## src/rtl/ahbl_pkg.sv

```systemverilog
// Shared AHB-Lite encodings: HTRANS transfer types, HSIZE codes and HRESP values.
// No ports; imported by the bridge and its strobe generator.
package ahbl_pkg;

    localparam logic [1:0] HTRANS_IDLE   = 2'b00;
    localparam logic [1:0] HTRANS_BUSY   = 2'b01;
    localparam logic [1:0] HTRANS_NONSEQ = 2'b10;
    localparam logic [1:0] HTRANS_SEQ    = 2'b11;

    localparam logic [2:0] HSIZE_BYTE = 3'b000;
    localparam logic [2:0] HSIZE_HALF = 3'b001;
    localparam logic [2:0] HSIZE_WORD = 3'b010;

    localparam logic HRESP_OKAY  = 1'b0;
    localparam logic HRESP_ERROR = 1'b1;

endpackage

```

## src/rtl/apb_strb_gen.sv

```systemverilog
// APB write strobe generator from AHB size and low address bits.
// Ports: size_i (HSIZE), addr_i (HADDR[1:0]), write_i; strb_o is 0 for reads.
module apb_strb_gen
    import ahbl_pkg::*;
(
    input  logic [2:0] size_i,
    input  logic [1:0] addr_i,
    input  logic       write_i,
    output logic [3:0] strb_o
);

    always_comb begin
        strb_o = 4'b0000;
        if (write_i) begin
            unique case (1'b1)
                (size_i == HSIZE_BYTE): strb_o = 4'b0001 << addr_i;
                // Halfword lanes ignore addr bit 0: misaligned halves truncate.
                (size_i == HSIZE_HALF): strb_o = 4'b0011 << {addr_i[1], 1'b0};
                default:                strb_o = 4'b1111;
            endcase
        end
    end

endmodule

```

## src/rtl/ahbl_apb_bridge.sv

```systemverilog
// AHB-Lite slave to APB bridge for four peripherals, one outstanding transfer.
// Ports: AHB-Lite slave side (HSEL..HRESP) and APB master side (PADDR..PSLVERR).
module ahbl_apb_bridge
    import ahbl_pkg::*;
#(
    parameter int PSEL_LSB = 16,
    parameter int TIMEOUT  = 255
) (
    input  logic         HCLK,
    input  logic         HRESETn,
    input  logic         HSEL,
    input  logic [31:0]  HADDR,
    input  logic [1:0]   HTRANS,
    input  logic         HWRITE,
    input  logic [2:0]   HSIZE,
    input  logic [31:0]  HWDATA,
    input  logic         HREADY,
    output logic         HREADYOUT,
    output logic [31:0]  HRDATA,
    output logic         HRESP,
    output logic [31:0]  PADDR,
    output logic [3:0]   PSEL,
    output logic         PENABLE,
    output logic         PWRITE,
    output logic [31:0]  PWDATA,
    output logic [3:0]   PSTRB,
    input  logic [127:0] PRDATA,
    input  logic [3:0]   PREADY,
    input  logic [3:0]   PSLVERR
);

    typedef enum logic [2:0] {
        S_IDLE,
        S_SETUP,
        S_ACCESS,
        S_ERR1,
        S_ERR2
    } state_t;

    state_t      state_q;
    logic [1:0]  idx_q;
    logic [7:0]  cnt_q;
    logic        hreadyout_q;
    logic        hresp_q;
    logic [31:0] hrdata_q;
    logic [31:0] paddr_q;
    logic [3:0]  psel_q;
    logic        penable_q;
    logic        pwrite_q;
    logic [31:0] pwdata_q;
    logic [3:0]  pstrb_q;

    logic [3:0]  strb;
    logic [1:0]  hidx;
    logic        capture;
    logic        sel_ready;
    logic        sel_err;
    logic [31:0] sel_rdata;
    logic        tmo_hit;
    logic        unused_htrans0;

    assign unused_htrans0 = HTRANS[0];

    apb_strb_gen u_strb (
        .size_i  (HSIZE),
        .addr_i  (HADDR[1:0]),
        .write_i (HWRITE),
        .strb_o  (strb)
    );

    assign hidx    = HADDR[PSEL_LSB +: 2];
    assign capture = HSEL && HTRANS[1] && HREADY &&
                     (state_q == S_IDLE || state_q == S_ERR2);

    assign sel_ready = PREADY[idx_q];
    assign sel_err   = PSLVERR[idx_q];
    assign sel_rdata = PRDATA[{idx_q, 5'd0} +: 32];

    // Fires on the TIMEOUT-th ACCESS cycle without PREADY.
    assign tmo_hit = (TIMEOUT != 0) &&
                     (({1'b0, cnt_q} + 9'd1) == 9'(TIMEOUT));

    always_ff @(posedge HCLK or negedge HRESETn) begin
        if (!HRESETn) begin
            state_q     <= S_IDLE;
            idx_q       <= 2'd0;
            cnt_q       <= 8'd0;
            hreadyout_q <= 1'b1;
            hresp_q     <= HRESP_OKAY;
            hrdata_q    <= 32'd0;
            paddr_q     <= 32'd0;
            psel_q      <= 4'd0;
            penable_q   <= 1'b0;
            pwrite_q    <= 1'b0;
            pwdata_q    <= 32'd0;
            pstrb_q     <= 4'd0;
        end else begin
            unique case (state_q)
                S_IDLE, S_ERR2: begin
                    if (capture) begin
                        state_q     <= S_SETUP;
                        idx_q       <= hidx;
                        paddr_q     <= {HADDR[31:2], 2'b00};
                        pwrite_q    <= HWRITE;
                        pstrb_q     <= strb;
                        psel_q      <= 4'b0001 << hidx;
                        hreadyout_q <= 1'b0;
                        hresp_q     <= HRESP_OKAY;
                    end else begin
                        state_q     <= S_IDLE;
                        hreadyout_q <= 1'b1;
                        hresp_q     <= HRESP_OKAY;
                    end
                end
                S_SETUP: begin
                    // HWDATA is only valid in the AHB data phase.
                    if (pwrite_q) begin
                        pwdata_q <= HWDATA;
                    end
                    penable_q <= 1'b1;
                    cnt_q     <= 8'd0;
                    state_q   <= S_ACCESS;
                end
                S_ACCESS: begin
                    if (sel_ready) begin
                        psel_q    <= 4'd0;
                        penable_q <= 1'b0;
                        if (sel_err) begin
                            state_q <= S_ERR1;
                            hresp_q <= HRESP_ERROR;
                        end else begin
                            state_q     <= S_IDLE;
                            hreadyout_q <= 1'b1;
                            if (!pwrite_q) begin
                                hrdata_q <= sel_rdata;
                            end
                        end
                    end else if (tmo_hit) begin
                        psel_q    <= 4'd0;
                        penable_q <= 1'b0;
                        state_q   <= S_ERR1;
                        hresp_q   <= HRESP_ERROR;
                    end else begin
                        cnt_q <= cnt_q + 8'd1;
                    end
                end
                S_ERR1: begin
                    hreadyout_q <= 1'b1;
                    state_q     <= S_ERR2;
                end
                default: begin
                    state_q     <= S_IDLE;
                    hreadyout_q <= 1'b1;
                    hresp_q     <= HRESP_OKAY;
                end
            endcase
        end
    end

    assign HREADYOUT = hreadyout_q;
    assign HRESP     = hresp_q;
    assign HRDATA    = hrdata_q;
    assign PADDR     = paddr_q;
    assign PSEL      = psel_q;
    assign PENABLE   = penable_q;
    assign PWRITE    = pwrite_q;
    assign PWDATA    = pwdata_q;
    assign PSTRB     = pstrb_q;

endmodule

```

## config.mk

```make
export PLATFORM = sky130hd
export DESIGN_NAME = ahbl_apb_bridge
export DESIGN_NICKNAME = d
export VERILOG_FILES = /design/src/rtl/ahbl_pkg.sv /design/src/rtl/apb_strb_gen.sv /design/src/rtl/ahbl_apb_bridge.sv
export SDC_FILE = /design/constraint.sdc
export NUM_CORES = 1
export LEC_CHECK = 0
export ABC_AREA = 1
export CAP_MARGIN = 20
export CORE_MARGIN = 2
export CORE_UTILIZATION = 41
export CTS_BUF_LIST = sky130_fd_sc_hd__clkbuf_4 sky130_fd_sc_hd__clkbuf_8
export DETAILED_ROUTE_END_ITERATION = 6
export PLACE_DENSITY = 0.89
export SKIP_CTS_REPAIR_TIMING = 1
export SLEW_MARGIN = 20
export SYNTH_ARGS = -nofsm -noshare
export SYNTH_HDL_FRONTEND = slang
export SYNTH_HIERARCHICAL = 1
export SYNTH_SLANG_ARGS = --single-unit
```

## constraint.sdc

```tcl
create_clock -name HCLK -period 2.4 [get_ports HCLK]
set_clock_uncertainty 0.15 [all_clocks]
set_input_delay 0.48 -clock HCLK [delete_from_list [all_inputs] [get_ports HCLK]]
set_output_delay 0.48 -clock HCLK [all_outputs]
set_load 0.05 [all_outputs]
```

==> results of run 1 <==
==> area by class of cell <==
| cell class | count | area [um2] |
|---|---|---|
| antenna | 1 | 2.50 |
| inverter | 54 | 203 |
| timing repair buffer | 333 | 3360 |
| multi-input combinational | 488 | 2530 |
| clock buffer | 23 | 298 |
| sequential | 117 | 2930 |
| tap | 180 | 225 |
| fill | 1085 | 4290 |
| clock inverter | 9 | 150 |
==> stage by stage <==
stage               std cells  utilization (%)  total power [mW]  hold slack, ps  cell area (um2)
CTS                      1203             69.2              13.8            -120             9680
global placement         1171             66.0              11.5             305             9230
global route             1205             69.3              14.4             337             9700
detailed placement       1171             66.0              11.7             308             9230
finish                   1205             69.3              13.7             323             9700
floorplan                 702                -              8.76            34.4             5900
==> cell usage in the layout, fill, tap and decap left out <==
cell type	netlist	final
clkdlybuf4s50_1	0	310
nand2_1	191	191
dfrtp_1	116	115
nor2_1	82	82
o21ai_0	69	69
inv_1	48	48
o22ai_1	32	32
o21ai_2	32	32
mux2_1	30	30
clkbuf_8	0	20
nand3_1	15	15
buf_4	3	15
a21oi_1	8	8
inv_2	6	6
buf_12	0	6
nand4_1	5	5
nand2_2	4	4
o21ai_1	4	4
bufinv_16	0	4
clkinv_2	0	3
clkbuf_4	0	3
xor2_1	2	2
nor2_4	2	2
mux2_2	2	2
ha_1	2	2
conb_1	1	2
clkinvlp_4	0	2
diode_2	0	1
dfstp_2	1	1
nor2_2	1	1
o21bai_1	1	1
nand3b_1	1	1
or2_2	1	1
nand3_2	1	1
nand3b_4	1	1
dlygate4sd3_1	0	1
dfrtp_2	0	1
buf_6	7	1
==> sequential cells by signal, summed over array words and instances (netlist names), 3 cells and up <==
name,flops
state_q,3
cnt_q,8
PSEL,4
HRDATA,32
PADDR,29
PSTRB,4
PWDATA,32
==> routing by layer <==
metal  vias to the layer above  part of all wire, %  track usage, %  wire length, um
li1                       2894                    -               -                -
met1                      2821                   36            25.9             6880
met2                       281                   50            44.6             9710
met3                        51                   11            9.11             2030
met4                         0                  3.4            10.5              656
met5                         -                    0               0                0
==> cell usage after synthesis (all sizes together) <==
master	instances	area share, %
conb	1	0.064
mux2	32	6.1
buf	22	2.7
o21ai	105	11
ha	2	0.42
inv	54	3.4
a21oi	8	0.68
nand3b	2	0.47
dfstp	1	0.45
nand3	16	1.4
or2	1	0.11
xor2	2	0.30
nor2	85	5.7
o22ai	32	3.4
nand2	195	13
clkbuf	21	1.3
o21bai	1	0.13
dfrtp	116	49
nand4	5	0.53
==> power by group <==
group,leakage [nW],switching (mW),internal (mW)
clock network,0.226,0.768,1.24
registers,1.46,0.521,2.84
logic,2.75,5.48,2.82
total,4.44,6.77,6.91
==> cells by family (layout without fill, tap and decap cells) <==
logic type / count (synthesis) / in the layout
simple gates: 304 / 304
compound gates: 146 / 146
flops: 117 / 117
buf+inv: 97 / 419
mux: 32 / 32
fa+ha+maj: 2 / 2
xor+xnor: 2 / 2
other cells: 1 / 3
==> final timing paths <==
| kind | slack [ps] | to | from | depth (start not counted) |
|---|---|---|---|---|
| worst max-delay path | 100 | PWRITE | PWRITE$_DFFE_PN0P_ | 1 |
| worst min-delay path | 320 | PENABLE$_DFFE_PN0P_ | PENABLE$_DFFE_PN0P_ | 2 |
| worst max register to register | 370 | HRDATA[21]$_DFFE_PN0P_ | idx_q[0]$_DFFE_PN0P_ | 9 |
| worst min register to register | 320 | PENABLE$_DFFE_PN0P_ | PENABLE$_DFFE_PN0P_ | 2 |
| max in group asynchronous | 940 | HREADYOUT$_DFFE_PN1P_ | HRESETn | 3 |
| min in group asynchronous | 440 | PWDATA[12]$_DFFE_PN0P_ | HRESETn | 2 |
==> qor.yml, run 1 <==
vdd_drop_max_mv: 0.944
ys_warn_count: 6
drt-total-wl_um: 19300
crit_path_start_kind: "flop"
vias: 6047
tightest_slew_ps: 579
start_util_pct: 42.2
drive_gt1_share_pct: 10.4
cp.required_ps: 1770
layout_min_cycle_time_ps: 2300
clock_latency_ps: 430
slowest_delay_ps: 840
p_leak_nw: 4.44
yosysUniqueCellTypes: 31
criticalPathCategory: "flop to primary output"
grt_pass1_vias: 6050
drtPass1Iterations: 5
totalNegativeSetupSlack_ps: 0
crit_fanout: 4
syn_inst: 701
synthXorXnorAreaFrac_pct: 0.297
num_rows: 43
cts_sinks: 117
gp_congestion: 0.915
critPathCaptureType: "primary output"
worst-path-buf-inv: 1
io_pins: 318
arrival_ps: 1670
path_cells: "clkdlybuf4s50_1"
synthSimpleGateAreaFrac_pct: 20.8
io_buffers: 314
antenna_found_initial: 1
slowest_stage: "clkdlybuf4s50_1"
fin_crit_sh_pct: 95.9
htree_levels: 4
die-area_um2: 15400
status: "finished, final reports clean"
routedWlPerCell_um: 16.0
cap_violations: 0
fin_ws_ps: 98.3
dp_hpwl_um: 14800
grt_use_total_pct: 24.8
drv_slew: 0
ant_nets: 0
slew-limit-headroom_pct: 61.3
cts_max_path_buffers: 2
core_region_area_um2: 14000
hold_viol_final: 0
crit_family: "buffers and inverters"
drcViolationCount: 0
syn-cell-area_um2: 5900
root_buffer: "clkbuf_8"
syn_area_per_cell_um2: 8.41
synthToLayoutAreaGrowth_pct: 64.5
clkTransAtPathRegs_ps: 70
grt_overflow_total: 0
synth_top_family_by_area: "simple AND/OR/NAND/NOR gates"
vias_per_cell: 5.02
setup_viol_count_final: 0
rsz0062_at_grt: "no"
grt_max_degree: 53
preCtsSetupSlack_ps: 204
die-width_um: 124
dr.first_iter.drc_count: 373
grt_pass1_wl_um: 29100
powerDensity_nw_per_um2: 1410
die_y_um: 124
cts_tree: "done"
synth_fa_ha_area_share_pct: 0.424
ys_seq_elements: 117
synth_mux_area_share_pct: 6.11
max_freq_ghz: 0.434
nets: 1223
synth_compound_area_share_pct: 15.1
worstHoldPathType: "flop to flop"
numCtsBuffers: 17
ys_seq_area_share_pct: 49.7
Power figures use the tool's default switching activity.
==> inputs of run 2 (changes only) <==
--- a/config.mk
+++ b/config.mk
@@ -7,11 +7,13 @@
 export LEC_CHECK = 0
 export ABC_AREA = 1
 export CAP_MARGIN = 20
+export CELL_PAD_IN_SITES_DETAIL_PLACEMENT = 0
+export CELL_PAD_IN_SITES_GLOBAL_PLACEMENT = 1
 export CORE_MARGIN = 2
-export CORE_UTILIZATION = 41
+export CORE_UTILIZATION = 28
 export CTS_BUF_LIST = sky130_fd_sc_hd__clkbuf_4 sky130_fd_sc_hd__clkbuf_8
 export DETAILED_ROUTE_END_ITERATION = 6
-export PLACE_DENSITY = 0.89
+export PLACE_DENSITY = 0.87
 export SKIP_CTS_REPAIR_TIMING = 1
 export SLEW_MARGIN = 20
 export SYNTH_ARGS = -nofsm -noshare
==> qor.yml, run 2 (synthesis gave the netlist of run 1 again) <==
status: "finished, final reports clean"
synthToLayoutAreaGrowth_pct: 65.2
worstHoldPathType: "flop to flop"
core_region_area_um2: 20800  # +49%
die-area_um2: 22200  # +45%
arrival_ps: 1650  # -20 ps
crit_cells: 1  # unchanged
drtPass1Iterations: 4  # -1
preCtsSetupSlack_ps: 250  # +45.6 ps
critPathCaptureType: "primary output"
drcViolationCount: 0  # unchanged
rsz0062_at_grt: "no"
fin_crit_sh_pct: 95.0  # -0.92 points
io_pins: 318  # unchanged
drt-total-wl_um: 19600  # +1.5%
hp-start: "PSEL[1]$_DFFE_PN0P_"
worst-path-buf-inv: 1  # unchanged
cap_violations: 0  # unchanged
num_rows: 53  # +23%
antenna_found_initial: 1  # unchanged
numCtsBuffers: 17  # unchanged
ant_nets: 0  # unchanged
hold_ws_ps: 329  # +5.40 ps
grt_use_total_pct: 17.6  # -7.2 points
totalNegativeSetupSlack_ps: 0  # unchanged
holdPathStages: 2  # unchanged
grt_pass1_wl_um: 30500  # +4.6%
cts_tree: "done"
start_util_pct: 28.3  # -14 points
fin_util_pct: 46.8  # -23 points
place_area_um2: 9340  # +1.1%
post-route-cell-area_um2: 9740  # +0.48%
io_buffers: 314  # unchanged
vias: 5744  # -5.0%
grt_max_degree: 48  # -9.4%
cts_max_path_buffers: 2  # unchanged
slew-limit-headroom_pct: 63.2  # +1.9 points
cts_sinks: 117  # unchanged
vias_per_cell: 4.43  # -12%
nets: 1221  # -0.16%
criticalPathCategory: "flop to primary output"
slowest_stage: "clkdlybuf4s50_1"
clkTransAtPathRegs_ps: 80  # about the same
max_freq_ghz: 0.439  # +0.97%
crit_family: "buffers and inverters"
root_buffer: "clkbuf_8"
tightest_slew_ps: 550  # -29.0 ps
crit_start: "HRDATA[11]$_DFFE_PN0P_"
gp_congestion: 0.822  # -10%
setup_viol_count_final: 0  # unchanged
drive_gt1_share_pct: 10.2  # -0.18 points
final_common_cell: "clkdlybuf4s50_1"
htree_levels: 4  # unchanged
crit_fanout: 2  # -2
grt_overflow_total: 0  # unchanged
path_cells: "clkdlybuf4s50_1"
clock_latency_ps: 430  # about the same
cp.required_ps: 1770  # about the same
drv_slew: 0  # unchanged
reg2reg_from: "cnt_q[0]$_DFFE_PN0P_"
crit_path_start_kind: "flop"
layout_min_cycle_time_ps: 2280  # -22.2 ps
hold_viol_final: 0  # unchanged
slowest_delay_ps: 820  # -20 ps
fin_ws_ps: 120  # +22.2 ps
layout_common_cells: "309 x clkdlybuf4s50_1, 191 x nand2_1, 115 x dfrtp_1, 82 x nor2_1, 69 x o21ai_0"
reg2reg_depth: 11  # +2
powerDensity_nw_per_um2: 1380  # -2.5%
die-width_um: 149  # +20%
die_y_um: 149  # +20%
p_leak_nw: 4.41  # -0.60%
routedWlPerCell_um: 15.1  # -5.8%
vdd_drop_max_mv: 0.732  # -22%
grt_pass1_vias: 5631  # -6.9%
dr.first_iter.drc_count: 212  # -43%
dp_hpwl_um: 14400  # -2.3%
-- run 2: cell types whose count changed in the layout (fill, tap and decap cells not counted), moves of 2 or more --
cell,previous run,this run
clkinv_2,3,1
clkbuf_8,20,17
inv_8,0,4
bufinv_16,4,1
clkbuf_4,3,0
inv_6,0,7
-- run 2: routing by layer --
layer | share of wire, % | track usage (%) | vias to the layer above
met1 | 43 | 21.7 | 2635
met5 | 0 | 0 | -
met4 | 0.77 | 3.95 | 0
li1 | - | - | 2888
met3 | 9.8 | 7.13 | 8
met2 | 47 | 28.8 | 213
-- run 2: path summary, 6_finish.rpt --
| path | slack (ps) | endpoint |
|---|---|---|
| max in group asynchronous | 1040 | HRDATA[15]$_DFFE_PN0P_ |
| setup reg to reg | 430 | PSEL[0]$_DFFE_PN0P_ |
| setup / recovery | 120 | HRDATA[11] |
| min in group asynchronous | 370 | PWDATA[27]$_DFFE_PN0P_ |
| hold / removal | 330 | PSEL[1]$_DFFE_PN0P_ |
| hold reg to reg | 330 | PSEL[1]$_DFFE_PN0P_ |
-- run 2: per-stage QoR --
| stage | power (mW) | instances |
|---|---|---|
| after global placement | 11.6 | 1264 |
| final | 13.4 | 1298 |
| after global routing | 14.3 | 1297 |
| after floorplan | 8.76 | 702 |
| after CTS | 13.6 | 1296 |
| after detailed placement | 11.7 | 1264 |
-- run 2: where the power goes --
group / internal (mW) / leakage (nW) / switching [mW] / total [mW]
Clock: 0.869 / 0.200 / 0.974 / 1.84
Combinational: 2.79 / 2.75 / 5.45 / 8.24
Sequential: 2.84 / 1.46 / 0.491 / 3.33
Total: 6.50 / 4.41 / 6.91 / 13.4
-- run 2: layout make-up --
class	instances	area, um2
Antenna cell	1	2.50
Clock buffer	17	234
Clock inverter	15	158
Fill cell	2013	11100
Inverter	54	203
Multi-Input combinational cell	488	2530
Sequential cell	117	2930
Tap cell	275	344
Timing Repair Buffer	331	3340
